### config.mk
export PLATFORM = sky130hd
export DESIGN_NAME = apb_master_bridge
export DESIGN_NICKNAME = d
export VERILOG_FILES = /design/src/rtl/apb_master_bridge.sv
export SDC_FILE = /design/constraint.sdc
export NUM_CORES = 1
export LEC_CHECK = 0
export ABC_CLOCK_PERIOD_IN_PS = 4100
export BUFFER_PORTS_ARGS = -buffer_cell sky130_fd_sc_hd__buf_2
export CORE_ASPECT_RATIO = 2
export CORE_MARGIN = 2
export CORE_UTILIZATION = 46
export DETAILED_ROUTE_END_ITERATION = 8
export HOLD_SLACK_MARGIN = 0.06
export PLACE_DENSITY = 0.8
export SLEW_MARGIN = 20
export SYNTH_ARGS = -nofsm -noshare
export SYNTH_HDL_FRONTEND = slang
export SYNTH_SLANG_ARGS = --single-unit
export TNS_END_PERCENT = 5
### constraint.sdc
create_clock -name PCLK -period 4.1 [get_ports PCLK]
set_input_delay 0.205 -clock PCLK [delete_from_list [all_inputs] [get_ports PCLK]]
set_output_delay 0.205 -clock PCLK [all_outputs]
set_load 0.1 [all_outputs]
### src/rtl/apb_master_bridge.sv
// rtl/apb_master_bridge.sv - single-outstanding APB3 master with PREADY timeout
// Converts a valid/ready command into one APB transfer and returns the result on a response stream.
module apb_master_bridge #(
    parameter int ADDR_W  = 32,
    parameter int DATA_W  = 32,
    parameter int TIMEOUT = 16
) (
    input  logic              PCLK,
    input  logic              PRESET,
    input  logic              cmd_valid,
    output logic              cmd_ready,
    input  logic              cmd_write,
    input  logic [ADDR_W-1:0] cmd_addr,
    input  logic [DATA_W-1:0] cmd_wdata,
    output logic              rsp_valid,
    input  logic              rsp_ready,
    output logic [DATA_W-1:0] rsp_rdata,
    output logic              rsp_err,
    output logic              rsp_timeout,
    output logic              PSEL,
    output logic              PENABLE,
    output logic              PWRITE,
    output logic [ADDR_W-1:0] PADDR,
    output logic [DATA_W-1:0] PWDATA,
    input  logic [DATA_W-1:0] PRDATA,
    input  logic              PREADY,
    input  logic              PSLVERR
);

    localparam int CNT_W = (TIMEOUT > 0) ? $clog2(TIMEOUT + 1) : 1;
    localparam int LAST  = (TIMEOUT > 0) ? TIMEOUT - 1 : 0;
    localparam logic [CNT_W-1:0] CNT_LAST = CNT_W'(LAST);

    typedef enum logic [1:0] {IDLE, SETUP, ACCESS, RESP} state_t;

    state_t              state_q;
    logic [CNT_W-1:0]    cnt_q;
    logic                cmd_ready_q;
    logic                rsp_valid_q;
    logic [DATA_W-1:0]   rsp_rdata_q;
    logic                rsp_err_q;
    logic                rsp_timeout_q;
    logic                psel_q;
    logic                penable_q;
    logic                pwrite_q;
    logic [ADDR_W-1:0]   paddr_q;
    logic [DATA_W-1:0]   pwdata_q;

    // cmd_ready is registered so it stays low while reset is held and rises one edge later.
    always_ff @(posedge PCLK or posedge PRESET) begin
        if (PRESET) begin
            state_q       <= IDLE;
            cnt_q         <= '0;
            cmd_ready_q   <= 1'b0;
            rsp_valid_q   <= 1'b0;
            rsp_rdata_q   <= '0;
            rsp_err_q     <= 1'b0;
            rsp_timeout_q <= 1'b0;
            psel_q        <= 1'b0;
            penable_q     <= 1'b0;
            pwrite_q      <= 1'b0;
            paddr_q       <= '0;
            pwdata_q      <= '0;
        end else begin
            case (state_q)
                IDLE: begin
                    cmd_ready_q <= 1'b1;
                    if (cmd_valid && cmd_ready_q) begin
                        pwrite_q    <= cmd_write;
                        paddr_q     <= cmd_addr;
                        pwdata_q    <= cmd_wdata;
                        psel_q      <= 1'b1;
                        cmd_ready_q <= 1'b0;
                        state_q     <= SETUP;
                    end
                end
                SETUP: begin
                    penable_q <= 1'b1;
                    cnt_q     <= '0;
                    state_q   <= ACCESS;
                end
                ACCESS: begin
                    // Completion has priority over a timeout firing in the same cycle.
                    if (PREADY) begin
                        rsp_rdata_q   <= pwrite_q ? '0 : PRDATA;
                        rsp_err_q     <= PSLVERR;
                        rsp_timeout_q <= 1'b0;
                        rsp_valid_q   <= 1'b1;
                        psel_q        <= 1'b0;
                        penable_q     <= 1'b0;
                        state_q       <= RESP;
                    end else if (TIMEOUT != 0 && cnt_q == CNT_LAST) begin
                        rsp_rdata_q   <= '0;
                        rsp_err_q     <= 1'b1;
                        rsp_timeout_q <= 1'b1;
                        rsp_valid_q   <= 1'b1;
                        psel_q        <= 1'b0;
                        penable_q     <= 1'b0;
                        state_q       <= RESP;
                    end else if (cnt_q != '1) begin
                        cnt_q <= cnt_q + CNT_W'(1);
                    end
                end
                RESP: begin
                    if (rsp_ready) begin
                        rsp_valid_q <= 1'b0;
                        cmd_ready_q <= 1'b1;
                        state_q     <= IDLE;
                    end
                end
                default: state_q <= IDLE;
            endcase
        end
    end

    assign cmd_ready   = cmd_ready_q;
    assign rsp_valid   = rsp_valid_q;
    assign rsp_rdata   = rsp_rdata_q;
    assign rsp_err     = rsp_err_q;
    assign rsp_timeout = rsp_timeout_q;
    assign PSEL        = psel_q;
    assign PENABLE     = penable_q;
    assign PWRITE      = pwrite_q;
    assign PADDR       = paddr_q;
    assign PWDATA      = pwdata_q;

endmodule

## Yosys cells after proc, flatten, opt, wreduce, memory -nomap -nowiden

Index checks and enable logic that the tools add are counted.

- Word-level logic and storage cells: 65
- Output and inout bits: 103
- Input port bits: 103
- Bits in registers: 110

- Add/sub/neg operators: 1
- Muxes and demuxes: 26
- Eq/ne operators: 11
- Reduce and logical (&&, ||, !) cells: 15

Operator list:

| kind | count |
|---|---|
| $mux W32 | 3 |
| $mux W5 | 3 |
| $mux W1 | 10 |
| $ne A2 B2 Y1 const B | 5 |
| $pmux W5 S2 | 1 |
| $reduce_bool A2 Y1 | 5 |
| $reduce_and A3 Y1 | 3 |
| $mux W2 | 4 |
| $pmux W1 S2 | 4 |
| $pmux W2 S4 | 1 |
| $reduce_and A2 Y1 | 4 |
| $add A5 B1 Y5 const B | 1 |
| $eq A5 B4 Y1 const B | 1 |
| $ne A5 B5 Y1 const B | 1 |
| $eq A2 B2 Y1 const B | 2 |
| $reduce_and A4 Y1 | 1 |
| $ne A3 B3 Y1 const B | 1 |
| $eq A2 B1 Y1 const B | 1 |
| $logic_not A2 Y1 | 1 |
| $logic_and A1 B1 Y1 | 1 |

## Logic depth before layout (Yosys ltp)

- Depth after elaboration: 5
- Mapped depth: 7
- Mapped depth without buffers: 6

## Worst setup path before layout

OpenSTA, ideal clock, no wires.

- Path type: register to register
- Start point: register cnt_q[0]
- End point: register cnt_q[3]
- Path buffers: 1
- Path slack: 1.972 ns
- Setup time: 0.077 ns
- Stages on the path, launching flop included: 8
- Arrival: 2.051 ns
- Clock period less this slack: 2.128 ns
- Required time: 4.023 ns
- Path through: dfrtp_1 -> ha_1 -> and3_1 -> ha_1 -> or4b_1 -> clkbuf_2 -> or3_1 -> a21oi_1

- Cells in the longest elaborated chain, start to end: 5
- Elaborated cells between the ends (all ways): 10
- Those cells by class: 1 x add/sub; 4 x eq/ne; 4 x mux; 1 x reduce/logical

RTL lines:

| element | line | text |
|---|---|---|
| start: declaration | 37 | `logic [CNT_W-1:0] cnt_q;` |
| start signal: assignment | 101 | `cnt_q <= cnt_q + CNT_W'(1);` |
| $add A5 B1 Y5 | 101 |  |
| $mux W5 | 100 | `end else if (cnt_q != '1) begin` |
| $mux W5 | 92 | `end else if (TIMEOUT != 0 && cnt_q == CNT_LAST) begin` |
| $mux W5 | 84 | `if (PREADY) begin` |
| $pmux W5 S2 | 65 | `case (state_q)` |

Several ways; a longest one is shown, not always the timed one. The select of a mux whose other input is x is not followed.
A chain may end at the register's enable or synchronous reset.

## Worst setup path in the final report

Ends and elaborated chain as after synthesis.

==> flow_metrics.env <==
export IMPL_status="completed"
export IMPL_dpl_cell_area_mm2=0.005356
export IMPL_diodes=0
export IMPL_final_area_mm2=0.005653
export IMPL_clkTransAtPathRegs_ns=0.07
export IMPL_syn_to_final_growth_pct=33.67
export IMPL_cts_hold_buf=0
export IMPL_crit_path_end="cnt_q[3]$_DFFE_PP0P_"
export IMPL_grt_overflow=0
export IMPL_h_tree_depth=3
export IMPL_register_area_mm2=0.002753
export IMPL_critPathArrivalTime_ns=2.61
export IMPL_dpl_hpwl_mm=7.662
export IMPL_min_period_ns=2.350
export IMPL_cp_start_kind="register"
export IMPL_drc_errors=0
export IMPL_grt_setup_unrepaired="false"
export IMPL_cts_buffer_depth=2
export IMPL_ys_seq_area_frac=0.6509
export IMPL_via_per_inst=5.286
export IMPL_drt_iter0_markers=145
export IMPL_synth_main_ff_cell="dfrtp_1"
export IMPL_design_core_area_mm2=0.008951
export IMPL_grt_usage=0.2134
export IMPL_drive_gt1_frac=0.5915
export IMPL_synthCells=284
export IMPL_grt_start_max_net_pins=75
export IMPL_critPathCaptureType="register"
export IMPL_netlist_area_mm2=0.004229
export IMPL_hold_violations=0
export IMPL_hold_path_class="primary input to async pin"
export IMPL_cts_tree="done"
export IMPL_io_buffers=205
export IMPL_grt_antenna_before_repair=0
export IMPL_clock_sinks=110
export IMPL_wire_per_inst_um=17.55
export IMPL_synth_edf_count=0
export IMPL_die_area_mm2=0.01002
export IMPL_synth_area_leader_cell="dfrtp_1"
export IMPL_vias=3140
export IMPL_root_buffer="clkbuf_16"
export IMPL_crit_required_ns=4.36
export IMPL_finalSetupViolations=0
export IMPL_postRouteWirelength_mm=10.43
export IMPL_io_pins=206
export IMPL_start_util=0.4725
export IMPL_cts_buffers=9
export IMPL_grt_pass1_wl_mm=16.73
export IMPL_slew_violations=0
export IMPL_rows=49
export IMPL_yosysUniqueCellTypes=29
export IMPL_relSlewSlack=0.3870
export IMPL_postCtsSetupBuffers=0
export IMPL_yosys_top_cells_area="dfrtp_1 65%, mux2_2 18%, a22o_1 6.8%"
export IMPL_fin_tns_setup_ns=0
export IMPL_fin_skew_ns=0.007575
export IMPL_drtPass1Iterations=5
export IMPL_multiInputGateArea_mm2=0.001404
export IMPL_cap_viol_max_count=0
export IMPL_crit_type="register to register"
export IMPL_place_congestion=0.8024
export IMPL_ff2ff_setup_slack_ns=1.75
export IMPL_yosys_area_top_type_share=0.6509
export IMPL_die_w_um=71.80
export IMPL_grt_pass1_vias=3495
export IMPL_cp_startpoint="cnt_q[0]$_DFFE_PP0P_"
export IMPL_worstRegToRegCells=6
export IMPL_nNetsFinal=598
export IMPL_r2r_end="cnt_q[3]$_DFFE_PP0P_"
export IMPL_finalCritPeriodShare=0.5732
export IMPL_die_h_um=139.6
export IMPL_yosys_register_bits=110
export IMPL_cp_max_fo=8
export IMPL_syn_area_per_cell_um2=14.89
export IMPL_syn_nets=395
export IMPL_cts_resized=0
export IMPL_max_freq_ghz=0.4255
export IMPL_tightest_slew_ns=0.9195
export IMPL_fillers=726
export IMPL_postRouteAntennaNets=0
export IMPL_synth_async_sr_flop_share=1.000
export IMPL_clk_latency_ns=0.34
export IMPL_fin_util=0.6315
export IMPL_ys_warn_count=0
export IMPL_reg2reg_from="cnt_q[0]$_DFFE_PP0P_"
## metal layers
metal	track usage	wire length, um	up-vias
li1	-	-	1424
met1	0.2417	3795	1553
met2	0.3738	5747	126
met3	0.03983	444	37
met4	0.1072	439	0
met5	0	0	-
## cell usage in the layout, fill, tap and decap left out, types with 2 or more instances in the layout
| master | n |
|---|---|
| a21oi_1 | 7 |
| a22o_1 | 33 |
| buf_2 | 205 |
| buf_4 | 2 |
| clkbuf_1 | 2 |
| clkbuf_16 | 9 |
| clkinvlp_4 | 2 |
| dfrtp_1 | 110 |
| ha_1 | 8 |
| inv_1 | 8 |
| mux2_2 | 66 |
| nand2_1 | 3 |
| nand3_1 | 3 |
| nor2_1 | 4 |
| o21ai_0 | 8 |
## cell type report
class,instances,area share
well taps,102,0.02258
inverters,9,0.006419
flip-flops and latches,110,0.4869
multi-input cells,150,0.2483
clock buffers,11,0.04117
repair buffers,207,0.1842
clock inverters,5,0.01040
## per-stage QoR
| step | hold WS, ns | worst slack (ns) | cells |
|---|---|---|---|
| 2_1_floorplan | 0.2908 | 0.9927 | 284 |
| 3_3_place_gp | 0.4215 | 1.817 | 578 |
| 3_5_place_dp | 0.4258 | 1.617 | 578 |
| 4_1_cts | 0.06271 | 1.596 | 594 |
| 5_1_grt | 0.07867 | 1.666 | 594 |
| 6_report | 0.04651 | 1.750 | 594 |
## synthesized netlist by cell type, drive strengths merged (3+ instances only)
library cell / count
a21oi: 7
a22o: 33
buf: 4
clkbuf: 11
dfrtp: 110
ha: 8
inv: 9
mux2: 66
nand2: 3
nand3: 4
nor2: 5
o21ai: 9
## worst min path at each step
stage | from | endpoint | slack, ns | cells past startpoint
floorplan | PREADY | rsp_timeout$_DFFE_PP0P_ | 0.29 | 1
global placement | PRDATA[10] | rsp_rdata[10]$_DFFE_PP0P_ | 0.42 | 2
detailed placement | PRDATA[22] | rsp_rdata[22]$_DFFE_PP0P_ | 0.43 | 2
CTS | PRDATA[19] | rsp_rdata[19]$_DFFE_PP0P_ | 0.06 | 2
global route | PRDATA[19] | rsp_rdata[19]$_DFFE_PP0P_ | 0.08 | 2
finish | PRESET | PWDATA[10]$_DFFE_PP0P_ | 0.05 | 2
## registers in the layout, indices dropped and copies added, names as in the netlist
register,flops
PENABLE,1
rsp_rdata,32
PADDR,32
rsp_valid,1
rsp_err,1
rsp_timeout,1
cnt_q,5
PWRITE,1
cmd_ready,1
PWDATA,32
PSEL,1
state_q,2
## worst max-delay path, cell delays in order, from the launching register on
cell and delay, ns:
dfrtp_1 0.41, ha_1 0.22, and3_1 0.21, ha_1 0.26, or4b_1 0.63, or3_1 0.41
a21oi_1 0.15
## kinds of logic after synthesis
family	count (synthesis)	share of synthesized area
flops	110	0.6509
mux	67	0.1781
compound gates	55	0.09852
buf+inv	24	0.02278
simple gates	19	0.02397
fa+ha+maj	8	0.02367
xor+xnor	1	0.002071
Power is not shown: default switching activity piles up to over one toggle a cycle in this logic, so the estimate is an artifact.
